**config.mk**
```make
export PLATFORM = sky130hd
export DESIGN_NAME = fifo_cola
export DESIGN_NICKNAME = d
export VERILOG_FILES = /design/src/rtl/fifo_pkg.sv /design/src/rtl/fifo_mem.sv /design/src/rtl/fifo_cola.sv
export SDC_FILE = /design/constraint.sdc
export NUM_CORES = 1
export LEC_CHECK = 0
export CAP_MARGIN = 20
export CORE_ASPECT_RATIO = 0.7
export CORE_UTILIZATION = 36
export DETAILED_ROUTE_END_ITERATION = 12
export SYNTH_ARGS = -nofsm -noshare
export SYNTH_HDL_FRONTEND = slang
export SYNTH_SLANG_ARGS = --single-unit
```
**constraint.sdc**
```tcl
create_clock -name clk -period 5.5 [get_ports clk]
set_clock_uncertainty 0.2 [all_clocks]
set_input_delay 0.825 -clock clk [delete_from_list [all_inputs] [get_ports clk]]
set_output_delay 0.825 -clock clk [all_outputs]
set_load 0.01 [all_outputs]
```
**src/rtl/fifo_pkg.sv**
```systemverilog
// rtl/fifo_pkg.sv - shared constants for the fifo_cola bank feeding arbitro1
// Word layout: [11:10] destination, [9:8] class, [7:0] payload.
package fifo_pkg;

  localparam int DATA_W    = 12;
  localparam int ADDR_W    = 3;
  localparam int DEST_MSB  = 11;
  localparam int DEST_LSB  = 10;
  localparam int CLASS_MSB = 9;
  localparam int CLASS_LSB = 8;
  localparam int NUM_CH    = 4;

  typedef logic [DATA_W-1:0] word_t;

endpackage

```
**src/rtl/fifo_mem.sv**
```systemverilog
// rtl/fifo_mem.sv - DEPTH x DATA_W register array, one write port, one async read port
// The array is cleared on reset so a stale word can never reach fifo_out.
module fifo_mem
  import fifo_pkg::*;
#(
  parameter int DATA_W = fifo_pkg::DATA_W,
  parameter int ADDR_W = fifo_pkg::ADDR_W
) (
  input  logic              clk,
  input  logic              rst,
  input  logic              we,
  input  logic [ADDR_W-1:0] waddr,
  input  logic [DATA_W-1:0] wdata,
  input  logic [ADDR_W-1:0] raddr,
  output logic [DATA_W-1:0] rdata
);

  localparam int DEPTH = 1 << ADDR_W;

  logic [DATA_W-1:0] mem [DEPTH];

  always_ff @(posedge clk or posedge rst) begin
    if (rst) begin
      for (int i = 0; i < DEPTH; i++) begin
        mem[i] <= '0;
      end
    end else if (we) begin
      mem[waddr] <= wdata;
    end
  end

  assign rdata = mem[raddr];

endmodule

```
**src/rtl/fifo_cola.sv**
```systemverilog
// rtl/fifo_cola.sv - first-word-fall-through FIFO for one arbitro1 input channel
// Optional peak-occupancy tracking (max_count, clr_max) under FIFO_WATERMARK_EN.
module fifo_cola
  import fifo_pkg::*;
#(
  parameter int DATA_W    = fifo_pkg::DATA_W,
  parameter int ADDR_W    = fifo_pkg::ADDR_W,
  parameter int AF_MARGIN = 2,
  parameter int AE_LEVEL  = 1
) (
  input  logic              clk,
  input  logic              reset,
`ifdef FIFO_WATERMARK_EN
  input  logic              clr_max,
  output logic [ADDR_W:0]   max_count,
`endif
  input  logic              push,
  input  logic              pop,
  input  logic [DATA_W-1:0] fifo_in,
  output logic [DATA_W-1:0] fifo_out,
  output logic              empty,
  output logic              full,
  output logic              almost_full,
  output logic              almost_empty,
  output logic              fifo_error,
  output logic [ADDR_W:0]   count
);

  localparam int              DEPTH   = 1 << ADDR_W;
  localparam logic [ADDR_W:0] DEPTH_C = (ADDR_W+1)'(DEPTH);
  localparam logic [ADDR_W:0] AF_LVL  = (ADDR_W+1)'(DEPTH - AF_MARGIN);
  localparam logic [ADDR_W:0] AE_LVL  = (ADDR_W+1)'(AE_LEVEL);

  logic [ADDR_W-1:0] wr_ptr;
  logic [ADDR_W-1:0] rd_ptr;
  logic [ADDR_W:0]   count_next;
  logic [DATA_W-1:0] rd_data;
  logic              push_ok;
  logic              pop_ok;

  // Flags come from the occupancy register only; pointers wrap freely.
  assign empty        = (count == '0);
  assign full         = (count == DEPTH_C);
  assign almost_full  = (count >= AF_LVL);
  assign almost_empty = (count <= AE_LVL);

  assign pop_ok  = pop & ~empty;
  assign push_ok = push & (~full | pop_ok);

  always_comb begin
    count_next = count;
    if (push_ok && !pop_ok) begin
      count_next = count + 1'b1;
    end else if (pop_ok && !push_ok) begin
      count_next = count - 1'b1;
    end
  end

  always_ff @(posedge clk or posedge reset) begin
    if (reset) begin
      wr_ptr     <= '0;
      rd_ptr     <= '0;
      count      <= '0;
      fifo_error <= 1'b0;
    end else begin
      if (push_ok) begin
        wr_ptr <= wr_ptr + 1'b1;
      end
      if (pop_ok) begin
        rd_ptr <= rd_ptr + 1'b1;
      end
      count      <= count_next;
      fifo_error <= (push & ~push_ok) | (pop & empty);
    end
  end

  fifo_mem #(
    .DATA_W (DATA_W),
    .ADDR_W (ADDR_W)
  ) u_mem (
    .clk   (clk),
    .rst   (reset),
    .we    (push_ok),
    .waddr (wr_ptr),
    .wdata (fifo_in),
    .raddr (rd_ptr),
    .rdata (rd_data)
  );

  assign fifo_out = empty ? '0 : rd_data;

`ifdef FIFO_WATERMARK_EN
  // A clear snaps the peak to the present occupancy rather than zero.
  always_ff @(posedge clk or posedge reset) begin
    if (reset) begin
      max_count <= '0;
    end else if (clr_max) begin
      max_count <= count;
    end else if (count_next > max_count) begin
      max_count <= count_next;
    end
  end
`endif

endmodule

```
==> results by group, run 1 <==
Clocking
  • Worst-path clk slew: 0.07 ns
  • Post-CTS sizing: 0
  • TritonCTS clock tree: built
  • CTS H-tree depth: 3
  • Root Buffer Master: clkbuf_16
  • Setup bufs post-CTS: 0
  • Latest clock arrival within the worst-skew pair: 0.34 ns
  • Clock Sinks: approximately 110
  • CTS buffer count: 9
  • Maximum clock insertion buffer count: 2
  • CTS Hold Bufs: 0

Drt
  • WL final: around 11000 um
  • Drt pass-1 iters: 4
  • DR DRC count: 0
  • Detail Route Antenna Nets: 0
  • Via/cell ratio: 5.15
  • Vias: 2786
  • Wire per inst: 19.9 um
  • DR iter-0 viols: about 140

Critical path
  • Reg2reg end: u_mem.mem[56]
  • R2r worst-path depth: 6
  • Crit path max fanout: 12
  • Critical Path AT: between 2 and 3 ns
  • Worst path buffer plus inverter count: 2
  • RR Startpoint: count[0]
  • CP delay by family, top: simple AND/OR/NAND/NOR gates
  • Setup crit start kind: flop
  • Crit end category: primary output
  • R2R setup slack: roughly 2.5 ns
  • Max stage delay cell, worst path: or3b_2
  • Crit path launch: count[0]
  • Worst Path Required: around 4.5 ns
  • Worst setup path class: flop to primary output
  • Crit-path cells: inv_1, ha_1, or3b_2, and2_1, a22o_1, clkdlybuf4s50_1
  • CP peak stage delay: 0.50 ns

GRT
  • All-layer global routing usage: approximately 16%
  • Initial antenna violation count: 0
  • Largest net degree at the start of global routing: 70
  • Via count of the first global-routing pass: 2936
  • GRT overflow: 0
  • Wire length of the first global-routing pass: around 17000 um

Pwr
  • Worst vdd ir: 0.239 mV
  • PD cells: 642 nW/um2
  • Pwr Total: 0.00378 W
  • Leakage: about 2.5 nW

Synthesis
  • Seq cells post-synth: 107
  • Yosys cell types: 31
  • Post-synthesis sequential area ratio: 53.2%
  • Synth top area share: a little over half
  • Post-synth EDFFs: 0
  • Ys flop type: dfrtp_1
  • Async S/R FF share, synth: 100%
  • Post-synthesis cell count: about 310
  • Syn Area/Cell: 16.1 um2
  • Top cells by area, synth: dfrtp_1, mux2_2, mux4_2, mux2_4, a22o_1
  • Warning count from the yosys run: 0
  • Syn_nets: 335
  • Cell area after synthesis: 5030 um2
  • Post-synth top area cell: dfrtp_1

Layout
  • Number of diodes: 0
  • Layout area overhead: 17.1%
  • Nets@finish: 374
  • FILL cells: about 1200
  • Layout cells sized above 1: between 40 and 50%
  • Non-filler cells, final: 541

Placement
  • GPL Wtd Cong: 0.720
  • IO buf count: 36
  • Cell count after placement: 525
  • HPWL after detailed placement: 6720 um

Die
  • Num ports: 37
  • Die height: 101 um
  • Die ar.: 14500 um2
  • Initial Util: 37.6%
  • FP Rows: 35
  • Die width: roughly 140 um
  • Floorplan Core Area: 13400 um2

Hold path
  • Hold Path Depth: 1
  • Min-Delay Path Class: flop to flop
  • Hold Crit Endpoint: u_mem.mem[83]
  • HP Start: u_mem.mem[83]

STA
  • Worst Tran Pin Value: 0.991 ns
  • Final setup viols: 0
  • Min Tclk post-route: 3.91 ns
  • Fmax: approximately 260 MHz
  • Worst Hold Margin: 0.305 ns
  • Max Slew Vio Count: 0
  • Hold Fails Final Rpt: 0
  • Relative slew margins: between 30% and 40%
  • Unrepaired setup endpoints after global routing: no
  • Setup_tns: 0 ns
  • Tcrit/Tclk final: 71.2%

Status
  • Status: complete, no violations

Flow run
  • Max-cap check violation count: 0
[metal layers]
layer / routed length, um / GRT usage (%)
met4: 76 / 3.19
met5: 0 / 0
met1: 5520 / 24.2
met2: 4730 / 24.4
met3: 414 / 4.04
[cell usage after synthesis (3+ instances only)]
master    count
nor3_1        3
a22o_1       12
inv_1         4
mux4_2       24
mux2_4       20
ha_1          7
xnor2_1       4
xor2_1        4
clkbuf_1      6
mux2_2       78
o21ai_0       3
buf_6         4
dfrtp_1     107
nor2_1        3
buf_2         6
nand2_1       6
[report_power, final]
group	internal, W	switching [W]
logic	0.00106	0.000616
registers	0.00119	0.000279
clock network	0.000352	0.000286
total	0.00260	0.00118
[how the worst max path moves through the flow]
stage	to	slack [ns]	depth (start not counted)
detailed placement	u_mem.mem[57]	1.92	5
CTS	fifo_out[11]	1.54	4
global route	fifo_out[11]	1.39	8
finish	fifo_out[6]	1.59	6
global placement	u_mem.mem[57]	1.94	5
floorplan	count[0]	1.66	1
[cell families (layout without fill, tap and decap cells)]
kind of cell | after synthesis | after routing | share of synthesized area [%]
AO/OA/AOI/OAI | 16 | 16 | 2.49
multiplexers | 123 | 123 | 34.4
flip-flops | 107 | 107 | 53.2
buffers and inverters | 21 | 65 | 2.39
XOR/XNOR | 8 | 8 | 1.39
AND/OR/NAND/NOR | 30 | 30 | 4.43
adder cells (fa/ha/maj) | 7 | 7 | 1.74
[cell usage in the layout (no fill, tap or decap), types with 3 or more instances in the layout]
cell             Yosys  layout
clkbuf_16            0       9
clkinv_2             0       4
clkdlybuf4s50_1      0      36
a22o_1              12      12
mux2_4              20      20
nand2_1              6       6
mux4_2              24      24
xnor2_1              4       4
o21ai_0              3       3
ha_1                 7       7
inv_1                4       3
dfrtp_1            107     107
xor2_1               4       4
nor2_1               3       3
mux2_2              78      78
buf_4                1       9
[registers in the layout (all words and copies together) (netlist names)]
signal      cells
u_mem.mem      96
fifo_error      1
wr_ptr          3
rd_ptr          3
count           4
[layout make-up]
class / count / area (um2) / area share (%)
Clock inverter: 7 / 66.3 / 1.13
Sequential cell: 107 / 2680 / 45.5
Clock buffer: 9 / 225 / 3.82
Multi-Input combinational cell: 184 / 2240 / 38.1
Tap cell: 185 / 231 / 3.93
Timing Repair Buffer: 45 / 428 / 7.26
Inverter: 4 / 17.5 / 0.297
[through the flow]
stage / worst slack, ns / utilization, % / area (um2)
after CTS: 1.54 / 44.0 / 5890
after global routing: 1.39 / 44.0 / 5890
final: 1.59 / 44.0 / 5890
after floorplan: 1.66 / - / 5030
after detailed placement: 1.92 / 41.8 / 5600
after global placement: 1.94 / 41.8 / 5600
No activity file was read; power rests on OpenSTA's default activity.
==> inputs of run 2 (changes only) <==
clock period = 3.2 ns   (was 5.5 ns; I/O delays follow)
==> run 2 against run 1 <==
  * Via count grew 2.2%
  * Clock-buffer cell count grew 1
  * Flip-flop and latch count is the same
  * Clock power grew 85%
  * Power grew 76%
  * Non-clock buffer count grew 8
  * Highest routed layer unchanged
==> results by group, run 2 (synthesis gave the netlist of run 1 again) <==
Drt
  • Wire per inst: 19.2 um (was 19.9 um)
  • Detail Route Antenna Nets: 0 (unchanged)
  • DR DRC count: 0 (unchanged)
  • WL final: 10500 um (was 10700 um)
  • Drt pass-1 iters: 4 (unchanged)
  • Vias: 2846 (was 2786)
  • DR iter-0 viols: 152 (was 136)
  • Via/cell ratio: 5.18 (was 5.15)

Layout
  • Max reg flops: 96 (unchanged)
  • Most common cell after layout, fill and taps aside: dfrtp_1 (unchanged)
  • FILL cells: 1203 (was 1219)
  • Most frequent cells in the layout: dfrtp_1, mux2_2, clkdlybuf4s50_1 (unchanged)
  • Layout area overhead: 20.1% (was 17.1%)
  • Number of diodes: 0 (unchanged)
  • Nets@finish: 382 (was 374)
  • Largest reg by FF count: u_mem.mem (unchanged)
  • Biggest regs: u_mem.mem: 96 flops, count: 4 flops (unchanged)
  • Layout cells sized above 1: 45.3% (was 44.4%)
  • Finished Cell Area: 6050 um2 (was 5890 um2)

Critical path
  • Critical Path AT: 2.39 ns (was 2.89 ns)
  • Setup crit start kind: flop (unchanged)
  • RR Startpoint: count[0] (unchanged)
  • Crit path max fanout: 12 (unchanged)
  • Worst setup path class: flop to primary output (unchanged)
  • Crit path launch: count[0] (unchanged)
  • Crit end category: primary output (unchanged)
  • Worst Path Required: 2.52 ns (was 4.47 ns)

Clocking
  • Root Buffer Master: clkbuf_16 (unchanged)
  • Latest clock arrival within the worst-skew pair: 0.34 ns (about the same)
  • Maximum clock insertion buffer count: 2 (unchanged)
  • TritonCTS clock tree: built (unchanged)
  • Setup bufs post-CTS: 0 (unchanged)
  • Worst-path clk slew: 0.07 ns (about the same)
  • CTS H-tree depth: 3 (unchanged)
  • CTS buffer count: 9 (unchanged)
  • CTS Hold Bufs: 0 (unchanged)
  • Clock Sinks: 107 (unchanged)

Hold path
  • HP Start: u_mem.mem[71] (was u_mem.mem[83])
  • Min-Delay Path Class: flop to flop (unchanged)

Placement
  • Area after DPL: 5700 um2 (was 5600 um2)
  • HPWL after detailed placement: 6660 um (was 6720 um)
  • IO buf count: 36 (unchanged)
  • Setup slack after placement: 0.336 ns (was 1.92 ns)
  • GPL Wtd Cong: 0.706 (was 0.720)

STA
  • Final setup viols: 0 (unchanged)
  • Min Tclk post-route: roughly 3 ns
  • Worst Tran Pin Value: 0.693 ns (was 0.991 ns)
  • Tcrit/Tclk final: 95.8%
  • Setup_tns: 0 ns (unchanged)
  • Fin worst setup slack: 0.133 ns (was 1.59 ns)
  • Hold Fails Final Rpt: 0 (unchanged)
  • Worst Hold Margin: 0.306 ns (was 0.305 ns)
  • Relative slew margins: 53.7% (was 33.7%)
  • Unrepaired setup endpoints after global routing: no (unchanged)
  • Max Slew Vio Count: 0 (unchanged)
  • Fmax: 326 MHz

Die
  • Floorplan Core Area: 13400 um2 (unchanged)
  • Die ar.: 14500 um2 (unchanged)
  • Die width: 143 um (unchanged)
  • Initial Util: 37.6% (unchanged)
  • Num ports: 37 (unchanged)
  • Die height: 101 um (unchanged)
  • FP Rows: 35 (unchanged)

Pwr
  • PD cells: 1100 nW/um2 (was 642 nW/um2)
  • Flop pwr share: 36.6% (was 38.7%)
  • Net load switching power: 0.00204 W (was 0.00118 W)
  • Pwr Total: 0.00664 W (was 0.00378 W)
  • Worst vdd ir: 0.409 mV (was 0.239 mV)
  • Gate power share: 45.7% (was 44.4%)
  • Clk pwr share: 17.8% (was 16.9%)
  • Leakage: 2.69 nW (was 2.51 nW)
  • Sw Share: 30.8% (was 31.2%)
  • Internal Power: 0.00460 W (was 0.00260 W)

GRT
  • GRT overflow: 0 (unchanged)
  • Wire length of the first global-routing pass: 17000 um (was 17300 um)
  • Largest net degree at the start of global routing: 47 (was 70)
  • Via count of the first global-routing pass: 2904 (was 2936)
  • Initial antenna violation count: 0 (unchanged)
  • All-layer global routing usage: 16.1% (was 16.4%)

Status
  • Status: complete, no violations (unchanged)

Flow run
  • Max-cap check violation count: 0 (unchanged)
## run 2: cell count changes in the layout (fill, tap and decap cells not counted), sizes merged
cell	previous run	this run
clkdlybuf4s50	36	26
dlymetal6s2s	0	9
buf	9	17
clkinv	4	2
bufinv	1	2
clkbuf	9	10
dlygate4sd2	0	1
## run 2: path summary, 6_finish.rpt
path	end	slack [ns]	cells after the start
setup / recovery	fifo_out[10]	0.13	7
hold / removal	u_mem.mem[71]	0.31	1
setup reg to reg	count[3]	0.77	9
hold reg to reg	u_mem.mem[71]	0.31	1
max in group asynchronous	u_mem.mem[55]	1.73	3
min in group asynchronous	u_mem.mem[69]	0.39	2
## run 2: critical path, cell delays in order (launching register included)
cell and delay [ns]:
dfrtp_1 0.37, inv_1 0.09, ha_1 0.16, or3b_4 0.39
and2_1 0.17, buf_6 0.17, a22o_1 0.22, clkdlybuf4s50_1 0.47
## run 2: final cells by class
class	instances	area, um2	share of cell area [%]
Timing Repair Buffer	53	554	9.17
Tap cell	185	231	3.83
Multi-Input combinational cell	184	2250	37.2
Inverter	4	18.8	0.310
Clock buffer	10	229	3.79
Clock inverter	6	87.6	1.45
Sequential cell	107	2680	44.3
## run 2: per-stage QoR
stage	cells	util, %
floorplan	312	-
global placement	533	42.5
detailed placement	533	42.5
CTS	549	44.9
global route	549	45.1
finish	549	45.1
## run 2: power groups by stage
stage / combinational [W] / clock [W] / sequential (W)
2_1_floorplan: 0.00212 / 0 / 0.00234
3_3_place_gp: 0.00306 / 0 / 0.00241
3_5_place_dp: 0.00310 / 0 / 0.00244
4_1_cts: 0.00312 / 0.00121 / 0.00242
5_1_grt: 0.00327 / 0.00127 / 0.00252
6_report: 0.00303 / 0.00118 / 0.00243
## run 2: per-layer routing
metal | GRT usage [%] | up-vias | share of wire, %
met5 | 0 | - | 0
met4 | 3.44 | 0 | 0.62
met3 | 3.61 | 7 | 3.7
met2 | 23.9 | 45 | 44
met1 | 24.0 | 1528 | 51
li1 | - | 1266 | -
## run 2: timing repair
item                                    CTS  global route
resized for setup                         3            10
endpoints found under the setup margin   12            11
cloned                                    0             0
